### src/rtl/ptp_stamp_counter_pkg.sv
// Shared PTP definitions: counter register map, step defaults, FSM encoding.
package ptp_stamp_counter_pkg;

    // Integer/fraction split of the timestamp and step words
    localparam int FRAC_W = 32;

    // Step used after reset: 8 ns, zero fraction
    localparam logic [63:0] PTP_DEFAULT_STEP = 64'h0000_0008_0000_0000;

    // Counter register block addresses
    localparam logic [7:0] ADDR_CNT_FRAC  = 8'h00;
    localparam logic [7:0] ADDR_CNT_INT_L = 8'h04;
    localparam logic [7:0] ADDR_CNT_INT_H = 8'h08;
    localparam logic [7:0] ADDR_INC_INT_L = 8'h0C;
    localparam logic [7:0] ADDR_INC_INT_H = 8'h10;
    localparam logic [7:0] ADDR_INC_FRAC  = 8'h14;
    localparam logic [7:0] ADDR_INC_CTRL  = 8'h18;

    // Offset FSM: normal increment, or one cycle applying the captured offset
    typedef enum logic [0:0] {
        ST_RUN = 1'b0,
        ST_ADJ = 1'b1
    } ptp_state_t;

endpackage

### src/rtl/ptp_stamp_counter.sv
// Free-running PTP timestamp counter with programmable step and one-shot offset.
module ptp_stamp_counter
    import ptp_stamp_counter_pkg::*;
#(
    parameter int          COUNTER_WIDTH = 96,
    parameter logic [63:0] DEFAULT_STEP  = PTP_DEFAULT_STEP
) (
    input  logic                     clk,
    input  logic                     reset,
    input  logic                     enable_inc_int,
    input  logic                     enable_inc_frac,
    input  logic [63:0]              inc_value_int,
    input  logic [63:0]              inc_value_frac,
    output logic [COUNTER_WIDTH-1:0] counter_val,
    output logic [63:0]              step_val,
    output logic                     adj_done,
    output logic                     step_done
);

    ptp_state_t state, state_nxt;

    logic                     int_d1, frac_d1;
    logic                     edge_arm;   // low in the first cycle after reset
    logic                     int_edge, frac_edge;
    logic [63:0]              offset;
    logic                     apply_adj;
    logic [COUNTER_WIDTH-1:0] ofs_ext;
    logic [COUNTER_WIDTH-1:0] ofs_shift;
    logic [COUNTER_WIDTH-1:0] counter_nxt;

    // Rising edges; levels already high at reset release are masked by edge_arm
    assign int_edge  = enable_inc_int  && !int_d1  && edge_arm;
    assign frac_edge = enable_inc_frac && !frac_d1 && edge_arm;

    // Edge-detect history and arming flag
    always_ff @(posedge clk) begin
        if (reset) begin
            int_d1   <= 1'b0;
            frac_d1  <= 1'b0;
            edge_arm <= 1'b0;
        end else begin
            int_d1   <= enable_inc_int;
            frac_d1  <= enable_inc_frac;
            edge_arm <= 1'b1;
        end
    end

    // FSM state register
    always_ff @(posedge clk) begin
        if (reset) state <= ST_RUN;
        else       state <= state_nxt;
    end

    // FSM next state: ADJ lasts exactly one cycle; edges seen in ADJ are dropped
    always_comb begin
        state_nxt = state;
        case (state)
            ST_RUN:  if (int_edge) state_nxt = ST_ADJ;
            ST_ADJ:  state_nxt = ST_RUN;
            default: state_nxt = ST_RUN;
        endcase
    end

    // FSM output: add the offset during the ADJ cycle
    always_comb begin
        apply_adj = (state == ST_ADJ);
    end

    // Sign-extend the offset to full width, then align it to the integer field
    always_comb begin
        ofs_ext     = COUNTER_WIDTH'(signed'(offset));
        ofs_shift   = ofs_ext << FRAC_W;
        counter_nxt = counter_val + COUNTER_WIDTH'(step_val)
                    + (apply_adj ? ofs_shift : '0);
    end

    // Offset capture, step load, counter update and done pulses
    always_ff @(posedge clk) begin
        if (reset) begin
            counter_val <= '0;
            step_val    <= DEFAULT_STEP;
            offset      <= '0;
            adj_done    <= 1'b0;
            step_done   <= 1'b0;
        end else begin
            // counter_nxt uses the old step, so a new step applies next cycle
            counter_val <= counter_nxt;
            adj_done    <= apply_adj;
            step_done   <= frac_edge;
            if (frac_edge)
                step_val <= inc_value_frac;
            if (state == ST_RUN && int_edge)
                offset <= inc_value_int;
        end
    end

endmodule
### config.mk
export PLATFORM = sky130hd
export DESIGN_NAME = ptp_stamp_counter
export DESIGN_NICKNAME = d
export VERILOG_FILES = /design/src/rtl/ptp_stamp_counter_pkg.sv /design/src/rtl/ptp_stamp_counter.sv
export SDC_FILE = /design/constraint.sdc
export NUM_CORES = 1
export LEC_CHECK = 0
export BUFFER_PORTS_ARGS = -buffer_cell sky130_fd_sc_hd__buf_4
export CORE_ASPECT_RATIO = 0.75
export CORE_MARGIN = 2
export CORE_UTILIZATION = 45
export DETAILED_ROUTE_END_ITERATION = 7
export HOLD_SLACK_MARGIN = 0.15
export PLACE_DENSITY = 0.75
export SETUP_SLACK_MARGIN = 0.02
export SYNTH_ARGS = -nofsm -noshare
export SYNTH_HDL_FRONTEND = slang
export SYNTH_SLANG_ARGS = --single-unit
### constraint.sdc
create_clock -name clk -period 8.8 [get_ports clk]
set_input_delay 1.32 -clock clk [delete_from_list [all_inputs] [get_ports clk]]
set_output_delay 1.32 -clock clk [all_outputs]
set_load 0.05 [all_outputs]
# == Word level (Yosys, flattened, before mapping) ==
# Index checks and enable logic that the tools add are counted.
# classes
n_reduce_logical,7
order_cmp,0
n_mul,0
n_shift,0
add_sub_neg,2
div,0
muxes,4
eq_ne,0
n_bitwise,1
# op_table
operator,n
$add A96 B64 Y96,1
$add A96 B96 Y96,1
$mux W96,1
$logic_and A1 B1 Y1,5
$logic_not A1 Y1,2
$mux W1,2
$pmux W1 S2,1
$not A1 Y1,1
# totals
mem_bits_ro,0
word_cells,23
reg_bits,230
mem_bits_rw,0
inputBits,132
memories,0
latchBits,0

# == Depth between registers and ports, before layout ==
# Gate-level depths: netlist of run 1.
# logic_depth
ltp_word,5
mapped_depth,17
depth_no_buf,14

# == Least setup slack after synthesis of run 1 ==
# Ideal clock, no wire load.
# synth_path
path_type,reg-to-reg
startpoint,register state (netlist: apply_adj)
endpoint,register counter_val[91]
required_time_ns,8.742
arrival_ns,3.646
path_stages_with_launch,17
setup_slack_ns,5.097
synth_period_minus_slack_ns,3.703
n_path_buf,3
cell_sequence,dfxtp_1 -> clkbuf_1 -> clkbuf_1 -> and2_1 -> fa_1 -> ha_1 -> buf_2 -> and4_1 -> nand2_1 -> or4b_1 -> nor3_1 -> o21ai_0 -> nand3_1 -> o21ai_1 -> o21a_1 -> nor4_1 -> a211o_1
# synth_via
elab_chain_len,2
# synth_rtl
element,line,rtl
from (decl),ptp_stamp_counter.sv:20,"ptp_state_t state, state_nxt;"
from (signal assigned),ptp_stamp_counter.sv:51,else state <= state_nxt;
$mux W96,ptp_stamp_counter.sv:74,+ (apply_adj ? ofs_shift : '0);
$add A96 B96 Y96,ptp_stamp_counter.sv:74,
to (signal assigned),ptp_stamp_counter.sv:87,counter_val <= counter_nxt;
to (decl),ptp_stamp_counter.sv:14,"output logic [COUNTER_WIDTH-1:0] counter_val,"
# No other way between the ends.
# A chain may end at the register's enable or synchronous reset.

# == Worst setup path after layout of run 1 ==
# layout_path
startpoint,register state (netlist: apply_adj)
endpoint,register counter_val[78]
# The elaborated chain is that of the path after synthesis.

==> impl_metrics.tcl, run 1 <==
set metrics [dict create \
    netlist_instances 1874 \
    htreeDepth 1 \
    crit_start "apply_adj" \
    synth_area_um2 14750 \
    start_util_pct 45.64 \
    final_util_pct 55.77 \
    fin_cells 2556 \
    path_cells "buf_4 -> and2_1 -> fa_1 -> ha_1 -> nand4_1 -> nor3_1 -> and4_1 -> o21ai_2 -> a31oi_4 -> a21oi_1 -> nor4_1 -> o21a_1 -> nor3_1" \
    wl_per_cell_um 17.59 \
    p_clk_share_pct 38.9 \
    p_switching_w 0.0008854 \
    place_hpwl_um 34790 \
    postSynth.asyncResetShare_pct 0 \
    clockRootBuffer "clkbuf_16" \
    relSlewSlack_pct 32.62 \
    setup_violations 0 \
    mostFrequentLayoutCells "360 x nand2_1, 299 x buf_4, 268 x a21oi_1, 229 x dfxtp_1, 157 x ha_1" \
    core_region_area_um2 32310 \
    ctsHoldBuffers 0 \
    finalPower_w 0.002868 \
    postCtsSetupBuffers 0 \
    p_leak_nw 8.139 \
    ys.flop_type "dfxtp_1" \
    r2r-start "apply_adj" \
    vdd_drop_max_v 0.0001149 \
    dieArea_um2 34250 \
    dr.first_iter.drc_count 1150 \
    antenna_found_initial 0 \
    finClkSkew_ns 0.01188 \
    io_pins 294 \
    clock-sinks 230 \
    fmax_mhz 210.6 \
    clk_path_buf_depth 3 \
    place_inst 2511 \
    drtPass1Iterations 5 \
    yosys_warnings 0 \
    hp-class "reg2reg" \
    grt_pass1_wl_um 71390 \
    gr-usage-all-layers_pct 25.81 \
    synth_edf_count 0 \
    rsz0062_at_grt "false" \
    postPlaceCellArea_um2 17150 \
    dieHeight_um 160.8 \
    syn-mean-instance-area_um2 7.868 \
    nNetsFinal 2418 \
    synth_fp_nets 2196 \
    min_path_cells 2 \
    cp_max_fo 66 \
    drt-vias-per-instance 5.530 \
    worst_slew_pin_slew_ns 1.008 \
    routed_wl_um 44960 \
    cts_buffers 25 \
    cap_violations 0 \
    die_w_um 213.0 \
    r2r_cells 13 \
    holdCritStartpoint "offset[28]" \
    cpMostUsedCell "nor3_1" \
    worst-endpoint-required_ns 9.19 \
    first_global_vias 13360 \
    vias 14140 \
    fin_crit_sh_pct 53.95 \
    cts_resized 0 \
    slew_violations 0 \
    finalWorstPathRequiredPeriod_ns 4.748 \
    ys_seq_elements 230 \
    antenna_cells 0 \
    outcome "finished, final reports clean" \
    place.gp.congestion 0.8956 \
    syn_to_final_growth_pct 22.19 \
    seq_area_frac_synth_pct 31.23 \
    p_comb_share_pct 21.1 \
    ys_types 66 \
    switching_share_pct 30.87 \
    clock_latency_ns 0.54 \
    drc 0 \
    ant_nets 0 \
    p_seq_share_pct 40.0 \
    clk_pin_slew_worst_paths_ns 0.06 \
    grt_overflow 0 \
    p_int_w 0.001982 \
    cts_tree "yes" \
    io_buffers 293 \
    fin_area_um2 18020 \
    worst_setup_path_end_kind "flop" \
    rows 57 \
    cp_slowest_stage_delay_ns 0.80 \
    drive_gt1_share_pct 17.03 \
    p_per_area_nw_per_um2 159.2 \
    tns_ns 0 \
    final_hold_viol_count 0 \
    grt_max_degree 96 \
    setup.worst_path.class "reg2reg" \
    layout_commonest_cell "nand2_1" \
    cp-start-kind "flop" \
    crit_slowest_cell "nor3_1" \
    arrival_ns 5.13 \
]
==> routing by layer <==
layer	track usage (%)	routed length, um	up-vias
li1	-	-	6941
met1	38.21	22010	6685
met2	38.79	18890	458
met3	5.162	3210	51
met4	5.086	854	0
met5	0	0	-
==> registers in the layout, indices dropped and copies added, names as in the netlist <==
name,cells
adj_done,1
apply_adj,1
counter_val,96
edge_arm,1
frac_d1,1
int_d1,1
offset,64
step_done,1
step_val,64
==> critical path, delay by kind of cell (launching register included) <==
family,cells,cell delay (ns)
AND/OR/NAND/NOR,6,2.01
adder cells (fa/ha/maj),2,0.90
AO/OA/AOI/OAI,4,0.84
buffers and inverters,1,0.50
flip-flops,1,0.31
==> final timing paths <==
path | endpoint | slack, ns
hold / removal | offset[28] | 0.45
setup reg to reg | counter_val[78] | 4.05
hold reg to reg | offset[28] | 0.45
setup / recovery | counter_val[78] | 4.05
==> cell usage after synthesis, drive strengths merged, types with 13 or more instances <==
master  instances  area, um2
clkbuf         87      329.1
a21o           35      262.8
fa             33      660.6
buf            18      82.58
ha            157       1964
a31oi          16      145.1
a21oi         271       1368
nand4          43      269.0
nor2b          21      131.4
xor2           31      271.5
nor3           23      115.1
and2           66      412.9
nor2          149      559.3
dfxtp         230       4604
inv            34      127.6
o21bai         23      172.7
xnor2          46      402.9
nor4           13      81.33
nand2         360       1351
and3           14      87.58
o21a           17      127.6
o21ai          75      379.1
nand3          25      125.1
==> layout make-up <==
class	count	area (um2)
clock buffer	39	758.2
timing repair buffer	300	2256
multi-input combinational	1504	9605
tap	442	553.0
sequential	230	4606
clock inverter	6	107.6
inverter	35	131.4
fill	3020	14290
==> metrics by stage <==
stage / hold WS [ns] / worst slack [ns]
2_1_floorplan: 0.4317 / 5.097
3_3_place_gp: 0.4404 / 4.248
3_5_place_dp: 0.4430 / 4.250
4_1_cts: 0.4522 / 4.203
5_1_grt: 0.4683 / 3.750
6_report: 0.4483 / 4.052
==> power groups by stage <==
| stage | combinational, W | sequential, W | clock [W] |
|---|---|---|---|
| 6_report | 0.000606 | 0.00115 | 0.00112 |
| 5_1_grt | 0.000655 | 0.00115 | 0.00118 |
| 3_5_place_dp | 0.000601 | 0.00117 | 0 |
| 3_3_place_gp | 0.000596 | 0.00117 | 0 |
| 4_1_cts | 0.000604 | 0.00115 | 0.00114 |
| 2_1_floorplan | 0.000259 | 0.00131 | 0 |
==> cells by family after synthesis <==
family	after synthesis	share of synthesized area (%)
AO/OA/AOI/OAI	491	19.75
multiplexers	4	0.2970
buffers and inverters	140	3.683
flip-flops	230	31.23
adder cells (fa/ha/maj)	190	17.80
XOR/XNOR	77	4.574
AND/OR/NAND/NOR	742	22.67
Power figures use the tool's default switching activity.
==> run 2, diff against run 1 <==
--- a/config.mk
+++ b/config.mk
@@ -11,7 +11,7 @@
 export CORE_UTILIZATION = 45
 export DETAILED_ROUTE_END_ITERATION = 7
 export HOLD_SLACK_MARGIN = 0.15
-export PLACE_DENSITY = 0.75
+export PLACE_DENSITY = 0.78
 export SETUP_SLACK_MARGIN = 0.02
 export SYNTH_ARGS = -nofsm -noshare
 export SYNTH_HDL_FRONTEND = slang
==> constraint.sdc (replaced) <==
create_clock -name clk -period 4 [get_ports clk]
set_input_delay 0.6 -clock clk [delete_from_list [all_inputs] [get_ports clk]]
set_output_delay 0.6 -clock clk [all_outputs]
set_load 0.05 [all_outputs]
==> run 2 against run 1 <==
Net effect: combinational power up 130%; design area up 2.5%; critical path depth unchanged; critical endpoint is now counter_val[89]; non-clock buffer count up 45.
==> impl_metrics.tcl, run 2 (synthesized netlist as in run 1, its figures left out) <==
set metrics [dict create \
    outcome "finished, final reports clean" \
    p_int_w 0.004469 \
    filler_cell_count 2973 \
    clock_latency_ns 0.54 \
    core_region_area_um2 32310 \
    first_global_vias 13910 \
    clk_pin_slew_worst_paths_ns 0.06 \
    ant_nets 0 \
    tns_ns 0 \
    place.gp.congestion 0.9610 \
    cap_violations 0 \
    rsz0062_at_grt "false" \
    p_comb_share_pct 21.4 \
    relSlewSlack_pct 35.66 \
    rows 57 \
    finClkSkew_ns 0.01074 \
    grt_overflow 0 \
    wl_per_cell_um 17.76 \
    whs_ns 0.3031 \
    vdd_drop_max_v 0.0003307 \
    cts_tree "yes" \
    setup.worst_path.class "reg2reg" \
    p_switching_w 0.001971 \
    htreeDepth 1 \
    dieArea_um2 34250 \
    worst_setup_path_end_kind "flop" \
    regMostFlops "counter_val" \
    dieHeight_um 160.8 \
    clk_path_buf_depth 3 \
    drtPass1Iterations 6 \
    antenna_found_initial 0 \
    cp_slowest_stage_delay_ns 0.48 \
    finalWorstPathRequiredPeriod_ns 3.917 \
    drive_gt1_share_pct 19.74 \
    cp-start-kind "flop" \
    crit_family "simple AND/OR/NAND/NOR gates" \
    ctsHoldBuffers 0 \
    setup_violations 0 \
    p_leak_nw 8.374 \
    clockRootBuffer "clkbuf_16" \
    largest_reg_flops 96 \
    syn_to_final_growth_pct 25.30 \
    layout_commonest_cell "nand2_1" \
    cp_max_fo 14 \
    hp-class "in2reg" \
    start_util_pct 45.64 \
    antenna_cells 0 \
    gr-usage-all-layers_pct 26.46 \
    place_hpwl_um 36140 \
    path_cells "buf_4 -> and2_1 -> fa_1 -> ha_1 -> nand4_1 -> nand4b_1 -> nor4_1 -> a22oi_1 -> a21oi_2 -> or4_1 -> nand3_1 -> a2111o_1 -> o211ai_1" \
    final_hold_viol_count 0 \
    routed_wl_um 46180 \
    arrival_ns 4.38 \
    io_pins 294 \
    final_util_pct 57.19 \
    io_buffers 293 \
    mostFrequentLayoutCells "360 x nand2_1, 343 x buf_4, 262 x a21oi_1, 229 x dfxtp_1, 152 x ha_1" \
    fmax_mhz 255.3 \
    dr.first_iter.drc_count 1312 \
    grt_pass1_wl_um 73280 \
    fin_crit_sh_pct 97.92 \
    top_regs "counter_val: 96 flops, offset: 64 flops, step_val: 64 flops" \
    p_per_area_nw_per_um2 348.5 \
    grt_max_degree 72 \
    worst_slew_pin_slew_ns 0.9652 \
    switching_share_pct 30.61 \
    crit_slowest_cell "a2111o_1" \
    p_clk_share_pct 39.3 \
    drc 0 \
    cts_buffers 24 \
    critPathBufInv 1 \
    clock-sinks 230 \
    die_w_um 213.0 \
    drt-vias-per-instance 5.523 \
    p_seq_share_pct 39.3 \
    vias 14360 \
    slew_violations 0 \
    nNetsFinal 2462 \
    worst-endpoint-required_ns 4.47 \
]
run 2: cell types whose count changed in the layout (fill, tap and decap cells not counted), moves of 4 or more:
cell      previous run  this run
a21oi_1            268       262
a21oi_2              3         8
buf_4              299       343
clkbuf_8             8         2
clkinv_2             2         7
ha_1               157       152
ha_2                 0         5
o21ai_0             70        66
run 2: what timing repair did:
item / 4_1_cts / 5_1_grt
buffers inserted: 0 / 2
resized for setup: 1 / 26
endpoints found under the setup margin: 1 / 22
pin swaps: 0 / 3
run 2: worst paths after layout:
kind                     end              start  slack (ns)  cells past startpoint
min reg2reg       offset[58]         offset[58]        0.45                      2
max reg2reg  counter_val[89]          apply_adj        0.08                     13
max          counter_val[89]          apply_adj        0.08                     13
min               offset[42]  inc_value_int[42]        0.30                      3
run 2: through the flow:
step           setup slack (ns)  power [W]  instance area (um2)  cells
3_5_place_dp            0.03357   0.003942                17490   2554
6_report                0.08310   0.006440                18480   2600
5_1_grt                 0.02825   0.006707                18480   2600
2_1_floorplan            0.2966   0.003443                14750   1874
3_3_place_gp            0.08678   0.003921                17490   2554
4_1_cts                 0.06869   0.006483                18370   2598
run 2: worst register-to-register path, delay by kind of cell, from the launching register on:
family | cells | cell delay (ns)
AO/OA/AOI/OAI | 4 | 0.96
buffers and inverters | 1 | 0.18
adder cells (fa/ha/maj) | 2 | 0.91
flip-flops | 1 | 0.33
AND/OR/NAND/NOR | 6 | 1.47
run 2: final cells by class:
cell class                 instances  area [um2]  share of cell area [%]
tap                              442       553.0                   2.993
clock buffer                      31       668.1                   3.616
clock inverter                    13       215.2                   1.165
sequential                       230        4606                   24.93
inverter                          35       131.4                  0.7110
timing repair buffer             345        2606                   14.11
multi-input combinational       1504        9697                   52.48
run 2: per-layer routing:
layer	track usage, %	share of wire [%]	vias up
met5	0	0	-
met2	40.75	43	521
met1	38.30	48	6765
li1	-	-	7024
met4	5.086	1.8	0
met3	5.417	7.6	51
run 2: power groups by stage:
stage          registers [W]  clock network [W]  logic [W]
2_1_floorplan        0.00287                  0   0.000569
3_3_place_gp         0.00258                  0    0.00134
3_5_place_dp         0.00258                  0    0.00136
4_1_cts              0.00253            0.00258    0.00137
5_1_grt              0.00255            0.00267    0.00149
6_report             0.00253            0.00253    0.00138
